**config.mk**
```make
export PLATFORM = sky130hd
export DESIGN_NAME = apb_reg_master_flat
export DESIGN_NICKNAME = d
export VERILOG_FILES = /design/src/rtl/apb_reg_master_if.sv /design/src/rtl/apb_reg_master.sv /design/src/flat_wrapper.sv
export SDC_FILE = /design/constraint.sdc
export NUM_CORES = 1
export LEC_CHECK = 0
export ABC_AREA = 1
export CORE_ASPECT_RATIO = 0.7
export CORE_MARGIN = 2
export CORE_UTILIZATION = 43
export CTS_CLUSTER_DIAMETER = 30
export DETAILED_ROUTE_END_ITERATION = 6
export MAX_ROUTING_LAYER = met4
export PLACE_DENSITY = 0.86
export SYNTH_ARGS = -nofsm -noshare
export SYNTH_HDL_FRONTEND = slang
export SYNTH_SLANG_ARGS = --single-unit
```
**constraint.sdc**
```tcl
create_clock -name RegClk -period 4 [get_ports RegClk]
set_clock_uncertainty 0.1 [all_clocks]
set_input_delay 1.2 -clock RegClk [delete_from_list [all_inputs] [get_ports RegClk]]
set_output_delay 1.2 -clock RegClk [all_outputs]
set_load 0.01 [all_outputs]
```
**src/rtl/apb_reg_master_if.sv**
```systemverilog
// Request/response and APB signal bundle for apb_reg_master.
// Both req and rsp channels transfer on a rising clock edge where valid && ready; a valid holder keeps its payload stable until that edge.
interface apb_reg_master_if #(
  parameter int ADDR_WIDTH = 8
);
  logic                  req_valid;
  logic                  req_ready;
  logic                  req_write;
  logic [ADDR_WIDTH-1:0] req_addr;
  logic [31:0]           req_wdata;
  logic                  rsp_valid;
  logic                  rsp_ready;
  logic [31:0]           rsp_rdata;
  logic [1:0]            rsp_status;
  logic                  busy;
  logic                  PSEL;
  logic                  PENABLE;
  logic                  PWRITE;
  logic [ADDR_WIDTH-1:0] PADDR;
  logic [31:0]           PWDATA;
  logic                  PREADY;
  logic                  PSLVERR;
  logic [31:0]           PRDATA;

  modport master (
    input  req_valid, req_write, req_addr, req_wdata, rsp_ready,
    input  PREADY, PSLVERR, PRDATA,
    output req_ready, rsp_valid, rsp_rdata, rsp_status, busy,
    output PSEL, PENABLE, PWRITE, PADDR, PWDATA
  );

  modport slave (
    output req_valid, req_write, req_addr, req_wdata, rsp_ready,
    output PREADY, PSLVERR, PRDATA,
    input  req_ready, rsp_valid, rsp_rdata, rsp_status, busy,
    input  PSEL, PENABLE, PWRITE, PADDR, PWDATA
  );
endinterface

```
**src/rtl/apb_reg_master.sv**
```systemverilog
// Single-outstanding APB3 master: one request in, one APB transfer out, one response back,
// with alignment checking and a PREADY timeout bounding the access phase.
module apb_reg_master #(
  parameter int ADDR_WIDTH     = 8,
  parameter int TIMEOUT_CYCLES = 16
) (
  input  logic                   RegClk,
  input  logic                   RegReset,
  apb_reg_master_if.master       bus,
  output logic [1:0]             o_dbg_state
);

  localparam int  CW     = (TIMEOUT_CYCLES > 0) ? $clog2(TIMEOUT_CYCLES + 1) : 1;
  localparam bit  TO_EN  = (TIMEOUT_CYCLES > 0);

  localparam logic [1:0] ST_OK       = 2'b00;
  localparam logic [1:0] ST_SLVERR   = 2'b01;
  localparam logic [1:0] ST_TIMEOUT  = 2'b10;
  localparam logic [1:0] ST_MISALIGN = 2'b11;

  typedef enum logic [1:0] {S_IDLE, S_SETUP, S_ACCESS, S_RESP} state_t;

  state_t                r_state;
  logic [CW-1:0]         r_cnt;
  logic                  r_req_ready;
  logic                  r_busy;
  logic                  r_rsp_valid;
  logic [31:0]           r_rsp_rdata;
  logic [1:0]            r_rsp_status;
  logic                  r_psel;
  logic                  r_penable;
  logic                  r_pwrite;
  logic [ADDR_WIDTH-1:0] r_paddr;
  logic [31:0]           r_pwdata;
  logic [CW-1:0]         w_cnt_inc;
  logic                  w_timeout_hit;

  assign w_cnt_inc     = r_cnt + CW'(1);
  assign w_timeout_hit = TO_EN && (w_cnt_inc == CW'(TIMEOUT_CYCLES));

  // Async reset clears PSEL/PENABLE/rsp_valid immediately, discarding any transfer in flight.
  always_ff @(posedge RegClk or posedge RegReset) begin
    if (RegReset) begin
      r_state      <= S_IDLE;
      r_cnt        <= '0;
      r_req_ready  <= 1'b1;
      r_busy       <= 1'b0;
      r_rsp_valid  <= 1'b0;
      r_rsp_rdata  <= '0;
      r_rsp_status <= ST_OK;
      r_psel       <= 1'b0;
      r_penable    <= 1'b0;
      r_pwrite     <= 1'b0;
      r_paddr      <= '0;
      r_pwdata     <= '0;
    end else begin
      case (r_state)
        S_IDLE: begin
          if (bus.req_valid) begin
            r_pwrite    <= bus.req_write;
            r_paddr     <= bus.req_addr;
            r_pwdata    <= bus.req_wdata;
            r_req_ready <= 1'b0;
            r_busy      <= 1'b1;
            if (bus.req_addr[1:0] != 2'b00) begin
              r_state      <= S_RESP;
              r_rsp_valid  <= 1'b1;
              r_rsp_status <= ST_MISALIGN;
              r_rsp_rdata  <= '0;
            end else begin
              r_state <= S_SETUP;
              r_psel  <= 1'b1;
              r_cnt   <= '0;
            end
          end
        end
        S_SETUP: begin
          r_state   <= S_ACCESS;
          r_penable <= 1'b1;
        end
        S_ACCESS: begin
          // A completing PREADY takes priority over a timeout reached in the same cycle.
          if (bus.PREADY) begin
            r_state      <= S_RESP;
            r_psel       <= 1'b0;
            r_penable    <= 1'b0;
            r_rsp_valid  <= 1'b1;
            r_rsp_rdata  <= r_pwrite ? 32'd0 : bus.PRDATA;
            r_rsp_status <= bus.PSLVERR ? ST_SLVERR : ST_OK;
          end else if (w_timeout_hit) begin
            r_state      <= S_RESP;
            r_psel       <= 1'b0;
            r_penable    <= 1'b0;
            r_rsp_valid  <= 1'b1;
            r_rsp_rdata  <= '0;
            r_rsp_status <= ST_TIMEOUT;
            r_cnt        <= w_cnt_inc;
          end else if (TO_EN) begin
            r_cnt <= w_cnt_inc;
          end
        end
        S_RESP: begin
          if (bus.rsp_ready) begin
            r_state     <= S_IDLE;
            r_rsp_valid <= 1'b0;
            r_req_ready <= 1'b1;
            r_busy      <= 1'b0;
          end
        end
        default: r_state <= S_IDLE;
      endcase
    end
  end

  assign bus.req_ready  = r_req_ready;
  assign bus.busy       = r_busy;
  assign bus.rsp_valid  = r_rsp_valid;
  assign bus.rsp_rdata  = r_rsp_rdata;
  assign bus.rsp_status = r_rsp_status;
  assign bus.PSEL       = r_psel;
  assign bus.PENABLE    = r_penable;
  assign bus.PWRITE     = r_pwrite;
  assign bus.PADDR      = r_paddr;
  assign bus.PWDATA     = r_pwdata;
  assign o_dbg_state    = r_state;

endmodule

```
**src/flat_wrapper.sv**
```systemverilog
// flat-port wrapper written by rule: the top's interface ports become plain ports
module apb_reg_master_flat 
#(
  parameter int ADDR_WIDTH     = 8,
  parameter int TIMEOUT_CYCLES = 16
)
  (RegClk, RegReset, o_dbg_state, bus_req_valid, bus_req_write, bus_req_addr, bus_req_wdata, bus_rsp_ready, bus_PREADY, bus_PSLVERR, bus_PRDATA, bus_req_ready, bus_rsp_valid, bus_rsp_rdata, bus_rsp_status, bus_busy, bus_PSEL, bus_PENABLE, bus_PWRITE, bus_PADDR, bus_PWDATA);
  apb_reg_master_if #(.ADDR_WIDTH(ADDR_WIDTH)) bus_i ();
  input  logic RegClk;
  input  logic RegReset;
  output logic [1:0] o_dbg_state;
  input wire logic [$bits(bus_i.req_valid)-1:0] bus_req_valid;
  input wire logic [$bits(bus_i.req_write)-1:0] bus_req_write;
  input wire logic [$bits(bus_i.req_addr)-1:0] bus_req_addr;
  input wire logic [$bits(bus_i.req_wdata)-1:0] bus_req_wdata;
  input wire logic [$bits(bus_i.rsp_ready)-1:0] bus_rsp_ready;
  input wire logic [$bits(bus_i.PREADY)-1:0] bus_PREADY;
  input wire logic [$bits(bus_i.PSLVERR)-1:0] bus_PSLVERR;
  input wire logic [$bits(bus_i.PRDATA)-1:0] bus_PRDATA;
  output wire logic [$bits(bus_i.req_ready)-1:0] bus_req_ready;
  output wire logic [$bits(bus_i.rsp_valid)-1:0] bus_rsp_valid;
  output wire logic [$bits(bus_i.rsp_rdata)-1:0] bus_rsp_rdata;
  output wire logic [$bits(bus_i.rsp_status)-1:0] bus_rsp_status;
  output wire logic [$bits(bus_i.busy)-1:0] bus_busy;
  output wire logic [$bits(bus_i.PSEL)-1:0] bus_PSEL;
  output wire logic [$bits(bus_i.PENABLE)-1:0] bus_PENABLE;
  output wire logic [$bits(bus_i.PWRITE)-1:0] bus_PWRITE;
  output wire logic [$bits(bus_i.PADDR)-1:0] bus_PADDR;
  output wire logic [$bits(bus_i.PWDATA)-1:0] bus_PWDATA;
  assign bus_i.req_valid = bus_req_valid;
  assign bus_i.req_write = bus_req_write;
  assign bus_i.req_addr = bus_req_addr;
  assign bus_i.req_wdata = bus_req_wdata;
  assign bus_i.rsp_ready = bus_rsp_ready;
  assign bus_i.PREADY = bus_PREADY;
  assign bus_i.PSLVERR = bus_PSLVERR;
  assign bus_i.PRDATA = bus_PRDATA;
  assign bus_req_ready = bus_i.req_ready;
  assign bus_rsp_valid = bus_i.rsp_valid;
  assign bus_rsp_rdata = bus_i.rsp_rdata;
  assign bus_rsp_status = bus_i.rsp_status;
  assign bus_busy = bus_i.busy;
  assign bus_PSEL = bus_i.PSEL;
  assign bus_PENABLE = bus_i.PENABLE;
  assign bus_PWRITE = bus_i.PWRITE;
  assign bus_PADDR = bus_i.PADDR;
  assign bus_PWDATA = bus_i.PWDATA;
  apb_reg_master #(.ADDR_WIDTH(ADDR_WIDTH), .TIMEOUT_CYCLES(TIMEOUT_CYCLES)) u_core (.RegClk(RegClk), .RegReset(RegReset), .bus(bus_i), .o_dbg_state(o_dbg_state));
endmodule
```
==> metrics.cfg <==
[run_status]
result_of_the_run=finished, final reports clean

[floorplan]
num_rows=28
total_die_area_um2=9780
io-pin-count=161
die_w_um=117
start_util=0.451
fp.dieH_um=83.4
floorplan.core_area_um2=8580

[setup_path]
cp-start-kind=input pin
critical_path.max_fanout=35
crit_required_ns=4.12
cp_slowest_cell=sky130_fd_sc_hd__a21oi_4
setup.worst_path.class=in -> reg
cp.arrival_ns=3.27
end_kind=flip-flop
critical_path.cell_chain=clkdlybuf4s50_1, or2_4, nand2_4, a21oi_4, nand2_4, nand2_1, nand2_1
critical-path-max-stage-delay_ns=0.70

[timing]
post-route-period-util=0.787
rsz0062_at_grt=no
achievable-frequency_mhz=318
timing.slew.headroom=0.381
post-route-min-period_ns=3.15
hold_slack_ns=0.369
finalSetupViolations=0
final_hold_viol_count=0
worst_slew_pin_slew_ns=0.926
final_report_max_slew_violation_count=0
totalNegativeSetupSlack_ns=0

[drt]
routed_wl_mm=10.1
detailedRoute.firstIterationViolations=257
drt-pass1-iter-count=5
detail_route.wl_per_cell_um=14.9
detail-route-antenna-nets=0
drc=0
post_drt_via_cell_ratio=4.93
dr_total_vias=3341

[layout]
finish.net_count=639
mostFrequentLayoutCell=sky130_fd_sc_hd__clkdlybuf4s50_1
post-route-cell-area_um2=5810
layout.core_utilization=0.677
insertedDiodeCount=0
most_used_cells_in_the_layout_excluding_fill_and_tap_cells=sky130_fd_sc_hd__clkdlybuf4s50_1, sky130_fd_sc_hd__nand2_1, sky130_fd_sc_hd__dfrtp_1
areaGrowthSynthToFinish_pct=50.2
post_route_cells_drive_above_1_share=0.120

[global_route]
number_of_antenna_violations_at_the_first_check_in_global_routing=0
global_route_wire_length_before_repair_mm=16.6
grt_remaining_overflow=0
via_count_of_the_first_global_routing_pass=3412
grt_max_degree=57
global_route.usage.total=0.220

[synthesis]
synth_nets=483
number_of_synthesized_flops_with_an_enable_pin=0
post_synth_instance_area_um2=3870
yosys_warning_count=0
synth.distinct_cells=24
synth_seq_cells=87
syn_avg_cell_area_um2=9.70
ys_async_sr_fraction=1.00
ys_seq_area_frac=0.563
ys_dominant_reg_cell=sky130_fd_sc_hd__dfrtp_1
synthCells=399

[clock_tree]
tritoncts=built
clk_path_buf_depth=2
cts_hold_repair.buffers=0
cts-resized-gates=0
cts.root.buffer_cell=sky130_fd_sc_hd__clkbuf_16
cts_inserted_buffers=9
skew_pair_late_insertion_delay_ns=0.33
numClockSinks=87
htree_num_levels=3
cts.clk_slew.worst_paths_ns=0.06
cts.repair_timing.setup_buffer_count=0

[place]
gp_routability_congestion=0.878
io_buffers=160
dp.final_hpwl_mm=7.41
placement.cell_area_um2=5550

[power_and_ir_drop]
peak_supply_drop_uv=408
p_per_area_nw_per_um2=721
total_leakage_power_nw=2.80
post-layout-total-power_w=0.00419

[hold_path]
min_path_type=reg -> reg

[run]
max-cap-violations=0

critical path: cells and delay by family:
family | cells | cell delay (ns)
AOI/OAI and AO/OA | 1 | 0.70
buffers and inverters | 1 | 0.50
and+or+nand+nor | 5 | 0.85
per-stage QoR:
step / cells / worst slack [ns]
6_report: 678 / 0.852
3_3_place_gp: 664 / 0.617
2_1_floorplan: 399 / 0.451
3_5_place_dp: 664 / 0.540
4_1_cts: 678 / 0.887
5_1_grt: 678 / 0.675
where the power goes:
group | internal [W] | switching [W] | total [W]
clock | 0.000447 | 0.000312 | 0.000759
sequential | 0.00124 | 0.000204 | 0.00145
combinational | 0.00103 | 0.000952 | 0.00198
worst paths after layout:
kind,start,end,slack [ns],cells past startpoint
worst max-delay path,bus_req_valid,u_core.bus.rsp_rdata[11]$_DFFE_PP0P_,0.85,7
worst min-delay path,u_core.bus.rsp_status[1]$_DFFE_PP0P_,u_core.bus.rsp_status[1]$_DFFE_PP0P_,0.37,2
worst max register to register,u_core.o_dbg_state[1]$_DFFE_PP0P_,u_core.bus.rsp_rdata[11]$_DFFE_PP0P_,1.30,9
worst min register to register,u_core.bus.rsp_status[1]$_DFFE_PP0P_,u_core.bus.rsp_status[1]$_DFFE_PP0P_,0.37,2
max in group asynchronous,RegReset,u_core.bus.req_ready$_DFFE_PP1P_,1.96,3
min in group asynchronous,RegReset,u_core.bus.PWDATA[17]$_DFFE_PP0P_,1.14,2
cell families after synthesis:
family | share of synthesized area
mux | 0.122
fa+ha+maj | 0.0162
compound gates | 0.0207
flops | 0.563
buf+inv | 0.0728
simple gates | 0.205
registers in the layout, indices dropped and copies added (netlist names):
name,count
u_core.bus.PADDR,8
u_core.bus.PENABLE,1
u_core.bus.PSEL,1
u_core.bus.PWDATA,32
u_core.bus.PWRITE,1
u_core.bus.busy,1
u_core.bus.req_ready,1
u_core.bus.rsp_rdata,32
u_core.bus.rsp_status,2
u_core.bus.rsp_valid,1
u_core.o_dbg_state,2
u_core.r_cnt,5
Yosys cell counts (2+ instances only):
master | number | area share
sky130_fd_sc_hd__buf_4 | 3 | 0.0058
sky130_fd_sc_hd__dfrtp_1 | 86 | 0.56
sky130_fd_sc_hd__clkbuf_1 | 3 | 0.0029
sky130_fd_sc_hd__mux2_2 | 41 | 0.12
sky130_fd_sc_hd__nor2_1 | 38 | 0.037
sky130_fd_sc_hd__nand2_4 | 2 | 0.0058
sky130_fd_sc_hd__or2_2 | 2 | 0.0032
sky130_fd_sc_hd__inv_1 | 44 | 0.043
sky130_fd_sc_hd__o21ai_0 | 9 | 0.012
sky130_fd_sc_hd__buf_6 | 3 | 0.0087
sky130_fd_sc_hd__buf_2 | 9 | 0.012
sky130_fd_sc_hd__ha_1 | 5 | 0.016
sky130_fd_sc_hd__nand4_1 | 2 | 0.0032
sky130_fd_sc_hd__nand3_1 | 42 | 0.054
sky130_fd_sc_hd__nand2_1 | 101 | 0.098
cell type report:
| class | instances | area (um^2) |
|---|---|---|
| inverter | 45 | 170 |
| fill | 679 | 2770 |
| clock inverter | 1 | 5.00 |
| multi-input combinational | 249 | 1410 |
| tap | 120 | 150 |
| timing repair buffer | 163 | 1640 |
| sequential | 87 | 2180 |
| clock buffer | 13 | 260 |
routing by layer:
metal	track usage	share of wire	vias to the layer above
met5	-	0	-
met4	0.0526	0.010	0
met3	0.0886	0.094	8
met2	0.346	0.47	169
met1	0.267	0.43	1598
li1	-	-	1566
Power figures use the tool's default switching activity.
